### config.mk
export PLATFORM = sky130hd
export DESIGN_NAME = fetch_sequencer
export DESIGN_NICKNAME = d
export VERILOG_FILES = /design/src/rtl/fetch_sequencer.sv
export SDC_FILE = /design/constraint.sdc
export NUM_CORES = 1
export LEC_CHECK = 0
export ABC_AREA = 1
export ABC_CLOCK_PERIOD_IN_PS = 2200
export BUFFER_PORTS_ARGS = -buffer_cell sky130_fd_sc_hd__buf_4
export CORE_MARGIN = 3
export CORE_UTILIZATION = 52
export DETAILED_ROUTE_END_ITERATION = 16
export PLACE_DENSITY = 0.81
export SLEW_MARGIN = 15
export SYNTH_ARGS = -nofsm -noshare
export SYNTH_HDL_FRONTEND = slang
export SYNTH_SLANG_ARGS = --single-unit
### constraint.sdc
create_clock -name i_clk -period 2.2 [get_ports i_clk]
set_input_delay 0 -clock i_clk [delete_from_list [all_inputs] [get_ports i_clk]]
set_output_delay 0 -clock i_clk [all_outputs]
set_load 0.1 [all_outputs]
### src/rtl/fetch_sequencer.sv
// fetch_sequencer: owns the PC, fetches from instruction ROM, applies decoder branches, runs one program per req
module fetch_sequencer #(
  parameter int PCW = 10,
  parameter int IW = 9,
  parameter int OFFW = 8,
  parameter int CNTW = 16,
  parameter logic [PCW-1:0] START_PC = '0,
  parameter logic [IW-1:0] HALT_OP = {IW{1'b1}}
) (
  input  logic            i_clk,
  input  logic            i_reset,
  input  logic            i_req,
  input  logic            i_stall,
  input  logic            i_branch,
  input  logic            i_taken,
  input  logic            i_how_high,
  input  logic [PCW-1:0]  i_br_target,
  input  logic [OFFW-1:0] i_br_offset,
  input  logic [IW-1:0]   i_rom_data,
  output logic [PCW-1:0]  o_rom_addr,
  output logic [IW-1:0]   o_instr,
  output logic [PCW-1:0]  o_pc,
  output logic            o_running,
  output logic            o_done,
  output logic [CNTW-1:0] o_icount
);
  typedef enum logic [1:0] {IDLE, RUN, DONE} state_t;
  state_t r_state, w_state_nx;
  logic [PCW-1:0] r_pc, w_pc_nx;
  logic [CNTW-1:0] r_icount, w_cnt_nx;
  logic [PCW-1:0] w_sext;
  logic w_halt;
  assign w_sext = {{(PCW-OFFW){i_br_offset[OFFW-1]}}, i_br_offset};
  assign w_halt = i_rom_data == HALT_OP;
  assign o_rom_addr = r_pc;
  assign o_pc = r_pc;
  assign o_icount = r_icount;
  assign o_running = r_state == RUN;
  assign o_done = r_state == DONE;
  assign o_instr = o_running ? i_rom_data : '0;
  // next state, PC and retired count; HALT outranks any branch, stall outranks everything
  always_comb begin
    w_state_nx = r_state;
    w_pc_nx = r_pc;
    w_cnt_nx = r_icount;
    if (r_state == IDLE && i_req) begin
      w_state_nx = RUN;
      w_pc_nx = START_PC;
      w_cnt_nx = '0;
    end else if (r_state == DONE && !i_req) begin
      w_state_nx = IDLE;
    end else if (r_state == RUN && !i_stall) begin
      w_cnt_nx = &r_icount ? r_icount : r_icount + 1'b1;
      if (w_halt) w_state_nx = DONE;
      else w_pc_nx = !(i_branch && i_taken) ? r_pc + 1'b1 : i_how_high ? i_br_target : r_pc + w_sext;
    end
  end
  // state, PC and counter registers; reset abandons any running program
  always_ff @(posedge i_clk or posedge i_reset) begin
    if (i_reset) begin
      r_state <= IDLE;
      r_pc <= '0;
      r_icount <= '0;
    end else begin
      r_state <= w_state_nx;
      r_pc <= w_pc_nx;
      r_icount <= w_cnt_nx;
    end
  end
endmodule

==> run_results.csv, run 1 <==
group,metric,value,unit
outcome,status,"finished clean",
synth,synth-seq-cells,28,
clocking,cts-root-buf,"clkbuf_8",
sta,period_minus_slack,1.87,ns
critical_path,cp_top_family,"adder cells",
floorplan,start_util,0.560,
synth,ys_types,34,
clocking,h-tree-depth,1,
critical_path,crit_path_frequent_cell,"nand2_1",
power,powerDensity,1120,nW/um^2
power,seqPwrFrac,0.225,
placement,place_hpwl,5.55,mm
synth,syn_inst,383,
floorplan,core.rowCount,24,
critical_path,path_class,"flip-flop to flip-flop",
power,power_frac_comb,0.686,
power,p_leak,1.65,nW
global_routing,grt_pass1_wl,11.2,mm
floorplan,core_region_area,4500,sq um
synth,async_flop_share,1.00,
sta,skew,0.00159,ns
global_routing,overflow,0,
global_routing,antenna_found_initial,0,
drt,wl_per_cell,13.7,microns
clocking,cts_setup_buffers,0,
drt,num_vias,2759,
layout,multi_input_area,1500,sq um
clocking,cts.path.max_buffers,2,
drt,drt-initial-drc-count,207,
floorplan,num_io_pins,81,
placement,gp_congestion,0.921,
synth,syn_nets,429,
drt,dr.pass1.iters,5,
critical_path,slowest_delay,0.40,ns
clocking,clock_latency,0.27,ns
layout,final_util,0.709,
synth,seq_area_frac_synth,0.278,
drt,wirelength,7.00,mm
clocking,clk_pin_slew,0.09,ns
drt,post_drt_via_cell_ratio,5.40,
sta,fmax,535,MHz
synth,synth_flop_cell,"dfrtp_1",
floorplan,die_h,75.6,microns
clocking,cts_made_buffers,3,
sta,setup_ws,0.331,ns
critical_path,cp_max_fo,4,
critical_path,path_cells,"ha_1 -> inv_1 -> fa_1 -> inv_1 -> nand3_1 -> nand3_1 -> nand2_1 -> nand2_1 -> nand2_1 -> nand3_1 -> nand2_1 -> nand2_1 -> nand2_1",
critical_path,worst-path-buf-inv,2,
floorplan,die_x,75.6,microns
power,internal_power,0.00136,W
synth,synth_top_area_cell,"dfrtp_1",
min_path,hold_path_class,"input port to flip-flop",
clocking,cts_tree,"built",
layout,drive_gt1_frac,0.255,
synth,netlist_area,2520,sq um
placement,place_ws,0.388,ns
power,irDropWorstVdd,1.05,mV
sta,rsz0062_at_grt,"false",
synth,avgSynthCellArea,6.59,sq um
critical_path,cp_slowest_cell,"fa_1",
clocking,cts_sinks,28,
sta,hold_viol,0,
job,maxCapViolCount,0,
synth,ys_warn_count,0,
synth,synth_edf_count,0,
global_routing,grt_pass1_vias,2482,
sta,slew_viol_final,0,
critical_path,cp-start-kind,"flip-flop",
synth,synthTopCellsByArea,"dfrtp_1, nand2_1, inv_1, nand3_1, ha_1",
layout,num_antenna_cells,0,
global_routing,grtUsageTotal,0.251,
global_routing,grt_max_degree,26,
synth,synth_top_cell_area_share,0.278,
sta,finalSetupViolations,0,
drt,drc,0,
critical_path,cp-end-kind,"flip-flop",
placement,io_buffer_count,80,
sta,worst_slew_pin_slew,0.709,ns
sta,slew_headroom,0.527,
drt,ant_nets,0,
floorplan,die-area,5720,sq um
critical_path,cp.arrival,2.05,ns
critical_path,cp.required,2.38,ns
layout,fillers,396,
layout,syn_to_final_growth,26.6,%
layout,final_nets,506,
sta,fin_hold_ws,0.0361,ns
power,p_sw_frac,0.620,
power,clkPwrFrac,0.090,
layout,register_area,706,sq um
power,p_sw,0.00222,W
sta,fin_crit_sh,0.850,
per-stage QoR:
step	total power (W)	TNS, ns	instance area [sq um]	instances
after floorplan	0.00276	-2.00	2530	383
after global placement	0.00322	0	3130	506
after detailed placement	0.00324	0	3130	506
after CTS	0.00358	0	3190	511
after global routing	0.00377	0	3190	511
final	0.00358	0	3190	511
layout by cell type (no fill, tap or decap), types with 3 or more instances in the layout:
master,n
nand4_1,13
o21ai_1,9
ha_1,11
o21ai_0,15
dfrtp_2,4
nor2_1,32
buf_4,86
clkbuf_8,4
dfrtp_1,24
a21oi_1,17
xor2_1,9
a31o_2,3
nor3_1,10
inv_2,5
xnor2_1,3
nor2_2,3
nand3_1,33
inv_1,52
nand2_1,102
layout make-up:
| class | count | area share |
|---|---|---|
| inverters | 57 | 0.0670 |
| multi-input cells | 283 | 0.469 |
| flip-flops and latches | 28 | 0.221 |
| well taps | 52 | 0.0204 |
| repair buffers | 87 | 0.205 |
| clock buffers | 4 | 0.0172 |
worst reg2reg max path: stages (launching register included):
cell and delay [ns]:
dfrtp_2 0.37, ha_1 0.23, inv_1 0.07, fa_1 0.41
inv_1 0.09, nand3_1 0.07, nand3_1 0.12, nand2_1 0.08
nand2_1 0.07, nand2_1 0.04, nand3_1 0.06, nand2_1 0.05
nand2_1 0.06, nand2_1 0.04
power by group through the flow:
stage	Sequential, W	Clock [W]	Combinational [W]
final	0.000804	0.000322	0.00245
after global routing	0.000824	0.000358	0.00259
after CTS	0.000800	0.000334	0.00244
after detailed placement	0.000811	0	0.00243
after global placement	0.000807	0	0.00241
after floorplan	0.00159	0	0.00116
timing repair:
action,4_1_cts,5_1_grt
hold endpoints to repair,17,0
gates resized for setup,0,0
hold buffers,1,0
cells by family after synthesis:
family	Yosys count	share of synthesized area
xor+xnor	12	0.0417
fa+ha+maj	12	0.0625
flops	28	0.278
simple gates	204	0.363
compound gates	55	0.127
buf+inv	72	0.128
routing by layer:
metal | vias to the layer above | global-route usage | share of wire
met1 | 1234 | 0.361 | 0.47
met2 | 121 | 0.406 | 0.45
met4 | 0 | 0.0369 | 0.011
met5 | - | 0 | 0
li1 | 1394 | - | -
met3 | 10 | 0.0396 | 0.069
cells in the mapped netlist (3+ instances only):
cell and count:
a21oi_1 17, a31o_2 3, buf_4 10, clkbuf_1 3
dfrtp_1 28, ha_1 11, inv_1 52, inv_2 5
nand2_1 102, nand3_1 33, nand4_1 13, nor2_1 32
nor2_2 3, nor3_1 10, o21ai_0 15, o21ai_1 9
xnor2_1 3, xor2_1 9
flip-flops by register name, summed over array words and instances (netlist names):
signal / flops
o_icount: 16
r_state: 2
o_pc: 10
worst paths after layout:
| kind | slack (ns) | end | depth (start not counted) | start |
|---|---|---|---|---|
| worst max-delay path | 0.33 | o_pc[8] | 13 | o_pc[0] |
| worst min-delay path | 0.04 | o_pc[9] | 5 | i_br_target[9] |
| worst max register to register | 0.33 | o_pc[8] | 13 | o_pc[0] |
| worst min register to register | 0.58 | o_icount[15] | 2 | o_icount[15] |
| max in group asynchronous | 1.19 | o_icount[13] | 4 | i_reset |
| min in group asynchronous | 0.39 | o_icount[3] | 3 | i_reset |
(Power assumes the default switching activity.)
==> run 2: changes to the inputs <==
--- a/config.mk
+++ b/config.mk
@@ -6,12 +6,12 @@
 export NUM_CORES = 1
 export LEC_CHECK = 0
 export ABC_AREA = 1
-export ABC_CLOCK_PERIOD_IN_PS = 2200
+export ABC_CLOCK_PERIOD_IN_PS = 1700
 export BUFFER_PORTS_ARGS = -buffer_cell sky130_fd_sc_hd__buf_4
 export CORE_MARGIN = 3
-export CORE_UTILIZATION = 52
+export CORE_UTILIZATION = 47
 export DETAILED_ROUTE_END_ITERATION = 16
-export PLACE_DENSITY = 0.81
+export PLACE_DENSITY = 0.78
 export SLEW_MARGIN = 15
 export SYNTH_ARGS = -nofsm -noshare
 export SYNTH_HDL_FRONTEND = slang
==> constraint.sdc (replaced) <==
create_clock -name i_clk -period 1.7 [get_ports i_clk]
set_input_delay 0 -clock i_clk [delete_from_list [all_inputs] [get_ports i_clk]]
set_output_delay 0 -clock i_clk [all_outputs]
set_load 0.1 [all_outputs]
==> run 2 against run 1 <==
The flow now finishes with violations (setup timing). Critical path depth decreased by 1. Sequential cell count stayed put. Clock power grew 36%. Non-clock buffer count up 19. Global-route usage fell by 1.4 points. Largest cell class unchanged. Die area grew 9.8%. Utilization rose by 0.80 points. Routed wire length increased by 10%. Register-to-register slack got worse by 0.38 ns. Largest power group unchanged. First-iteration DRC count is 26% lower. Count of clock-buffer cells in the layout unchanged. Highest routed layer unchanged.
==> run_results.csv, run 2 (synthesis gave the netlist of run 1 again) <==
group,metric,value,unit
floorplan,core_region_area,5140,sq um
critical_path,path_class,"flip-flop to flip-flop",
clocking,cts.path.max_buffers,2,
global_routing,grt_pass1_vias,2660,
power,p_sw,0.00306,W
clocking,cts_tree,"built",
drt,ant_nets,0,
clocking,clk_pin_slew,0.10,ns
power,p_sw_frac,0.597,
sta,worst_slew_pin_slew,0.628,ns
sta,rsz0062_at_grt,"true",
sta,finalSetupViolations,3,
critical_path,cp-end-kind,"flip-flop",
layout,layout_common_cells,"buf_4, nand2_1, inv_1, nand3_1, nor2_1",
sta,setup_ws,-0.0453,ns
global_routing,grt_max_degree,29,
layout,final_util,0.717,
sta,hold_viol,0,
critical_path,cp-start-kind,"flip-flop",
job,maxCapViolCount,0,
layout,num_antenna_cells,0,
power,clkPwrFrac,0.086,
layout,largest_register_ff_count,16,
power,power_frac_comb,0.707,
power,total_power,0.00512,W
critical_path,cp_max_fo,2,
critical_path,cp.arrival,1.93,ns
drt,num_vias,2916,
critical_path,cp.required,1.88,ns
clocking,cts_sinks,28,
drt,drc,0,
power,p_leak,1.76,nW
drt,post_drt_via_cell_ratio,5.32,
power,irDropWorstVdd,1.39,mV
clocking,h-tree-depth,1,
placement,io_buffer_count,80,
floorplan,num_io_pins,81,
floorplan,die-area,6280,sq um
drt,dr.pass1.iters,4,
sta,setup_tns,-0.103,ns
global_routing,grt_pass1_wl,12.0,mm
clocking,cts-root-buf,"clkbuf_8",
min_path,hold_path_class,"input port to flip-flop",
placement,place_hpwl,5.74,mm
layout,layout_commonest_cell,"buf_4",
clocking,cts_made_buffers,3,
clocking,clock_latency,0.28,ns
drt,wl_per_cell,14.1,microns
sta,skew,0.00344,ns
power,internal_power,0.00207,W
floorplan,die_h,79.3,microns
layout,drive_gt1_frac,0.418,
outcome,status,"finished, violations left",
outcome,failed_checks,"setup timing",
power,powerDensity,1390,nW/um^2
layout,final_nets,525,
floorplan,start_util,0.491,
sta,fmax,573,MHz
drt,wirelength,7.72,mm
power,seqPwrFrac,0.208,
global_routing,overflow,0,
placement,gp_congestion,0.846,
drt,drt-initial-drc-count,154,
sta,period_minus_slack,1.75,ns
global_routing,antenna_found_initial,0,
floorplan,core.rowCount,26,
layout,syn_to_final_growth,46.1,%
floorplan,die_x,79.3,microns
global_routing,grtUsageTotal,0.237,
sta,slew_headroom,0.580,
sta,slew_viol_final,0,
sta,fin_crit_sh,1.03,
-- run 2: cell types whose count changed in the layout (fill, tap and decap cells not counted), sizes merged --
cell	change
buf	+19
-- run 2: layout make-up --
cell class | instances | area (sq um)
Fill cell | 467 | 1450
Clock buffer | 4 | 55.1
Multi-Input combinational cell | 283 | 1750
Sequential cell | 28 | 757
Inverter | 57 | 224
Timing Repair Buffer | 106 | 815
Tap cell | 70 | 87.6
-- run 2: through the flow --
step                      hold slack [ns]  cells  area (sq um)  worst slack [ns]
after floorplan                    0.0646    383          2700            -0.181
after global placement              0.105    534          3410           -0.0210
after detailed placement            0.108    534          3410           -0.0290
after CTS                          0.0220    539          3530           0.00505
after global routing               0.0488    548          3690            -0.160
final                              0.0235    548          3690           -0.0453
-- run 2: repair_timing --
action,in CTS,in global routing
hold buffers,1,0
endpoints found under the hold margin,28,0
pin swaps,0,9
setup endpoints to repair,4,17
resized for setup,9,18
setup buffers,0,9
cloned,0,0
-- run 2: final timing paths --
path	from	endpoint	slack, ns	depth (start not counted)
setup / recovery	o_pc[0]	o_pc[6]	-0.05	12
hold / removal	i_br_target[8]	o_pc[8]	0.02	5
setup reg to reg	o_pc[0]	o_pc[6]	-0.05	12
hold reg to reg	o_icount[8]	o_icount[8]	0.55	2
max in group asynchronous	i_reset	o_pc[0]	1.04	4
min in group asynchronous	i_reset	o_icount[11]	0.34	4
-- run 2: worst max-delay path, cell delays in order (launching register included) --
cell and delay (ns):
dfrtp_4 0.44, ha_4 0.13, inv_2 0.03, fa_2 0.35, inv_2 0.09, buf_6 0.09
nand4_1 0.11, nand3_1 0.10, nand2_1 0.05, nand3_1 0.06, nand2_1 0.06, nand3_1 0.08
nand2_1 0.06
-- run 2: power groups by stage --
stage	Sequential, W	Combinational, W	Clock (W)
final	0.00106	0.00362	0.000438
after global routing	0.00109	0.00382	0.000466
after CTS	0.00106	0.00342	0.000444
after detailed placement	0.00106	0.00336	0
after global placement	0.00105	0.00332	0
after floorplan	0.00213	0.00157	0
-- run 2: routing by layer --
| metal | GRT usage | share of wire | vias to the layer above |
|---|---|---|---|
| li1 | - | - | 1430 |
| met1 | 0.302 | 0.42 | 1379 |
| met2 | 0.422 | 0.51 | 87 |
| met3 | 0.0363 | 0.042 | 20 |
| met4 | 0.0533 | 0.019 | 0 |
| met5 | 0 | 0 | - |
==> run 3: changes to the inputs <==
--- a/config.mk
+++ b/config.mk
@@ -6,12 +6,14 @@
 export NUM_CORES = 1
 export LEC_CHECK = 0
 export ABC_AREA = 1
-export ABC_CLOCK_PERIOD_IN_PS = 1700
+export ABC_CLOCK_PERIOD_IN_PS = 2100
 export BUFFER_PORTS_ARGS = -buffer_cell sky130_fd_sc_hd__buf_4
+export CELL_PAD_IN_SITES_DETAIL_PLACEMENT = 0
+export CELL_PAD_IN_SITES_GLOBAL_PLACEMENT = 1
 export CORE_MARGIN = 3
-export CORE_UTILIZATION = 47
+export CORE_UTILIZATION = 38
 export DETAILED_ROUTE_END_ITERATION = 16
-export PLACE_DENSITY = 0.78
+export PLACE_DENSITY_LB_ADDON = 0.1
 export SLEW_MARGIN = 15
 export SYNTH_ARGS = -nofsm -noshare
 export SYNTH_HDL_FRONTEND = slang
==> constraint.sdc (replaced) <==
create_clock -name i_clk -period 2.1 [get_ports i_clk]
set_input_delay 0 -clock i_clk [delete_from_list [all_inputs] [get_ports i_clk]]
set_output_delay 0 -clock i_clk [all_outputs]
set_load 0.1 [all_outputs]
==> run 3 against run 2 <==
The flow now finishes without violations. Via count decreased by 7.7%. Count of clock-buffer cells in the layout down 1. Sequential share of layout area is 1.3 points higher. Power fell by 25%. Clock skew increased by 0.00067 ns. Global-route usage down 4.1 points. Routed wire length down 7.2%. Combinational power fell by 29%. Register-to-register slack improved by 0.27 ns. Critical endpoint is now o_pc[8]. Largest power group unchanged. Highest routed layer unchanged.
==> run_results.csv, run 3 (synthesis gave the netlist of run 1 again) <==
group,metric,value,unit
layout,layoutNonFillerInstCount,539,
clocking,cts_tree,"built",
floorplan,core.rowCount,29,
floorplan,core_region_area,6390,sq um
sta,slew_viol_final,0,
sta,fin_hold_ws,0.0289,ns
power,power_frac_comb,0.666,
placement,io_buffer_count,80,
sta,rsz0062_at_grt,"false",
sta,slew_headroom,0.573,
global_routing,antenna_found_initial,0,
global_routing,grt_pass1_vias,2512,
power,clkPwrFrac,0.114,
critical_path,rr_worst_depth,13,
critical_path,r2r_end,"o_pc[8]",
critical_path,path_class,"flip-flop to flip-flop",
drt,drc,0,
sta,setup_tns,0,ns
sta,hold_viol,0,
floorplan,die-area,7650,sq um
drt,wl_per_cell,13.3,microns
power,powerDensity,1170,nW/um^2
power,total_power,0.00384,W
sta,finalSetupViolations,0,
drt,ant_nets,0,
global_routing,grt_pass1_wl,12.0,mm
drt,post_drt_via_cell_ratio,4.99,
min_path,hold_path_depth,3,
drt,num_vias,2692,
global_routing,grt_max_degree,19,
critical_path,r2r_start,"o_pc[0]",
clocking,postCtsHoldBufs,1,
sta,fmax,533,MHz
drt,dr.pass1.iters,4,
min_path,hold_path_class,"input port to flip-flop",
critical_path,cp.required,2.29,ns
layout,largest_register_ff_count,16,
sta,worst_slew_pin_slew,0.638,ns
placement,place_hpwl,5.79,mm
power,irDropWorstVdd,0.656,mV
clocking,cts_setup_buffers,0,
power,p_sw_frac,0.605,
sta,setup_ws,0.223,ns
power,internal_power,0.00152,W
sta,period_minus_slack,1.88,ns
sta,skew,0.00411,ns
clocking,clock_latency,0.28,ns
critical_path,cp-endpoint,"o_pc[8]",
drt,wirelength,7.17,mm
layout,layout_common_cells,"nand2_1, buf_4, inv_1, nand3_1, nor2_1",
layout,num_antenna_cells,0,
clocking,cts_made_buffers,3,
job,maxCapViolCount,0,
critical_path,crit_start,"o_pc[0]",
clocking,cts-resized-gates,0,
placement,gp_congestion,0.851,
outcome,status,"finished clean",
power,p_sw,0.00232,W
sta,fin_crit_sh,0.894,
drt,drt-initial-drc-count,118,
placement,place_ws,0.226,ns
floorplan,start_util,0.395,
global_routing,grtUsageTotal,0.197,
floorplan,die_h,87.5,microns
placement,place_inst,534,
power,seqPwrFrac,0.220,
critical_path,cp-end-kind,"flip-flop",
floorplan,die_x,87.5,microns
power,p_leak,1.66,nW
layout,layout_commonest_cell,"nand2_1",
critical_path,cp.arrival,2.06,ns
critical_path,cp_max_fo,4,
layout,drive_gt1_frac,0.273,
layout,syn_to_final_growth,29.8,%
clocking,h-tree-depth,1,
layout,final_nets,509,
critical_path,reg2reg_slack,0.22,ns
global_routing,overflow,0,
clocking,clk_pin_slew,0.10,ns
floorplan,num_io_pins,81,
clocking,cts-root-buf,"clkbuf_8",
critical_path,cp-start-kind,"flip-flop",
clocking,cts_sinks,28,
clocking,cts.path.max_buffers,2,
==> run 3: changes by cell type in the layout (fill, tap and decap cells not counted), moves of 9 or more <==
cell / before / now
nor2_4: 11 / 2
dfrtp_1: 3 / 18
buf_4: 103 / 89
dfrtp_4: 10 / 1
nor2_1: 21 / 32
nand2_1: 90 / 102
nand2_2: 12 / 2
==> run 3: layout make-up <==
type                       instances  area, sq um
sequential                        28          716
fill                             665         3110
inverter                          57          214
timing repair buffer              90          678
clock buffer                       3         41.3
multi-input combinational        283         1500
clock inverter                     1         30.0
tap                               77         96.3
==> run 3: how the worst min path moves through the flow <==
| stage | to | start | slack (ns) |
|---|---|---|---|
| 2_1_floorplan | o_icount[10] | i_reset | 0.06 |
| 3_3_place_gp | r_state[0] | i_reset | 0.03 |
| 3_5_place_dp | r_state[0] | i_reset | 0.05 |
| 4_1_cts | o_pc[7] | i_br_target[7] | 0.02 |
| 5_1_grt | o_pc[8] | i_br_target[8] | 0.05 |
| 6_report | r_state[1] | i_req | 0.03 |
==> run 3: per-layer routing <==
layer	GRT usage	vias up	routed length (microns)
met2	0.299	79	3090
met1	0.293	1213	3570
met3	0.0312	6	419
met5	0	-	0
met4	0.0404	0	85
li1	-	1394	-
==> run 3: power by group through the flow <==
stage	combinational (W)	clock, W	sequential [W]
finish	0.00256	0.000437	0.000845
floorplan	0.00122	0	0.00168
global route	0.00272	0.000475	0.000870
CTS	0.00256	0.000455	0.000846
global placement	0.00255	0	0.000858
detailed placement	0.00255	0	0.000856
==> run 3: per-stage QoR <==
stage / util / instance area (sq um)
2_1_floorplan: - / 2540
3_3_place_gp: 0.500 / 3190
3_5_place_dp: 0.500 / 3190
4_1_cts: 0.513 / 3270
5_1_grt: 0.513 / 3270
6_report: 0.513 / 3270
==> run 3: critical path: stages (launching register included) <==
cell     delay (ns)
dfrtp_4        0.42
ha_1           0.22
inv_1          0.08
fa_1           0.40
inv_1          0.09
nand3_1        0.06
nand3_1        0.11
nand2_1        0.08
nand2_1        0.07
nand2_1        0.04
nand3_1        0.06
nand2_1        0.05
nand2_1        0.06
nand2_1        0.04
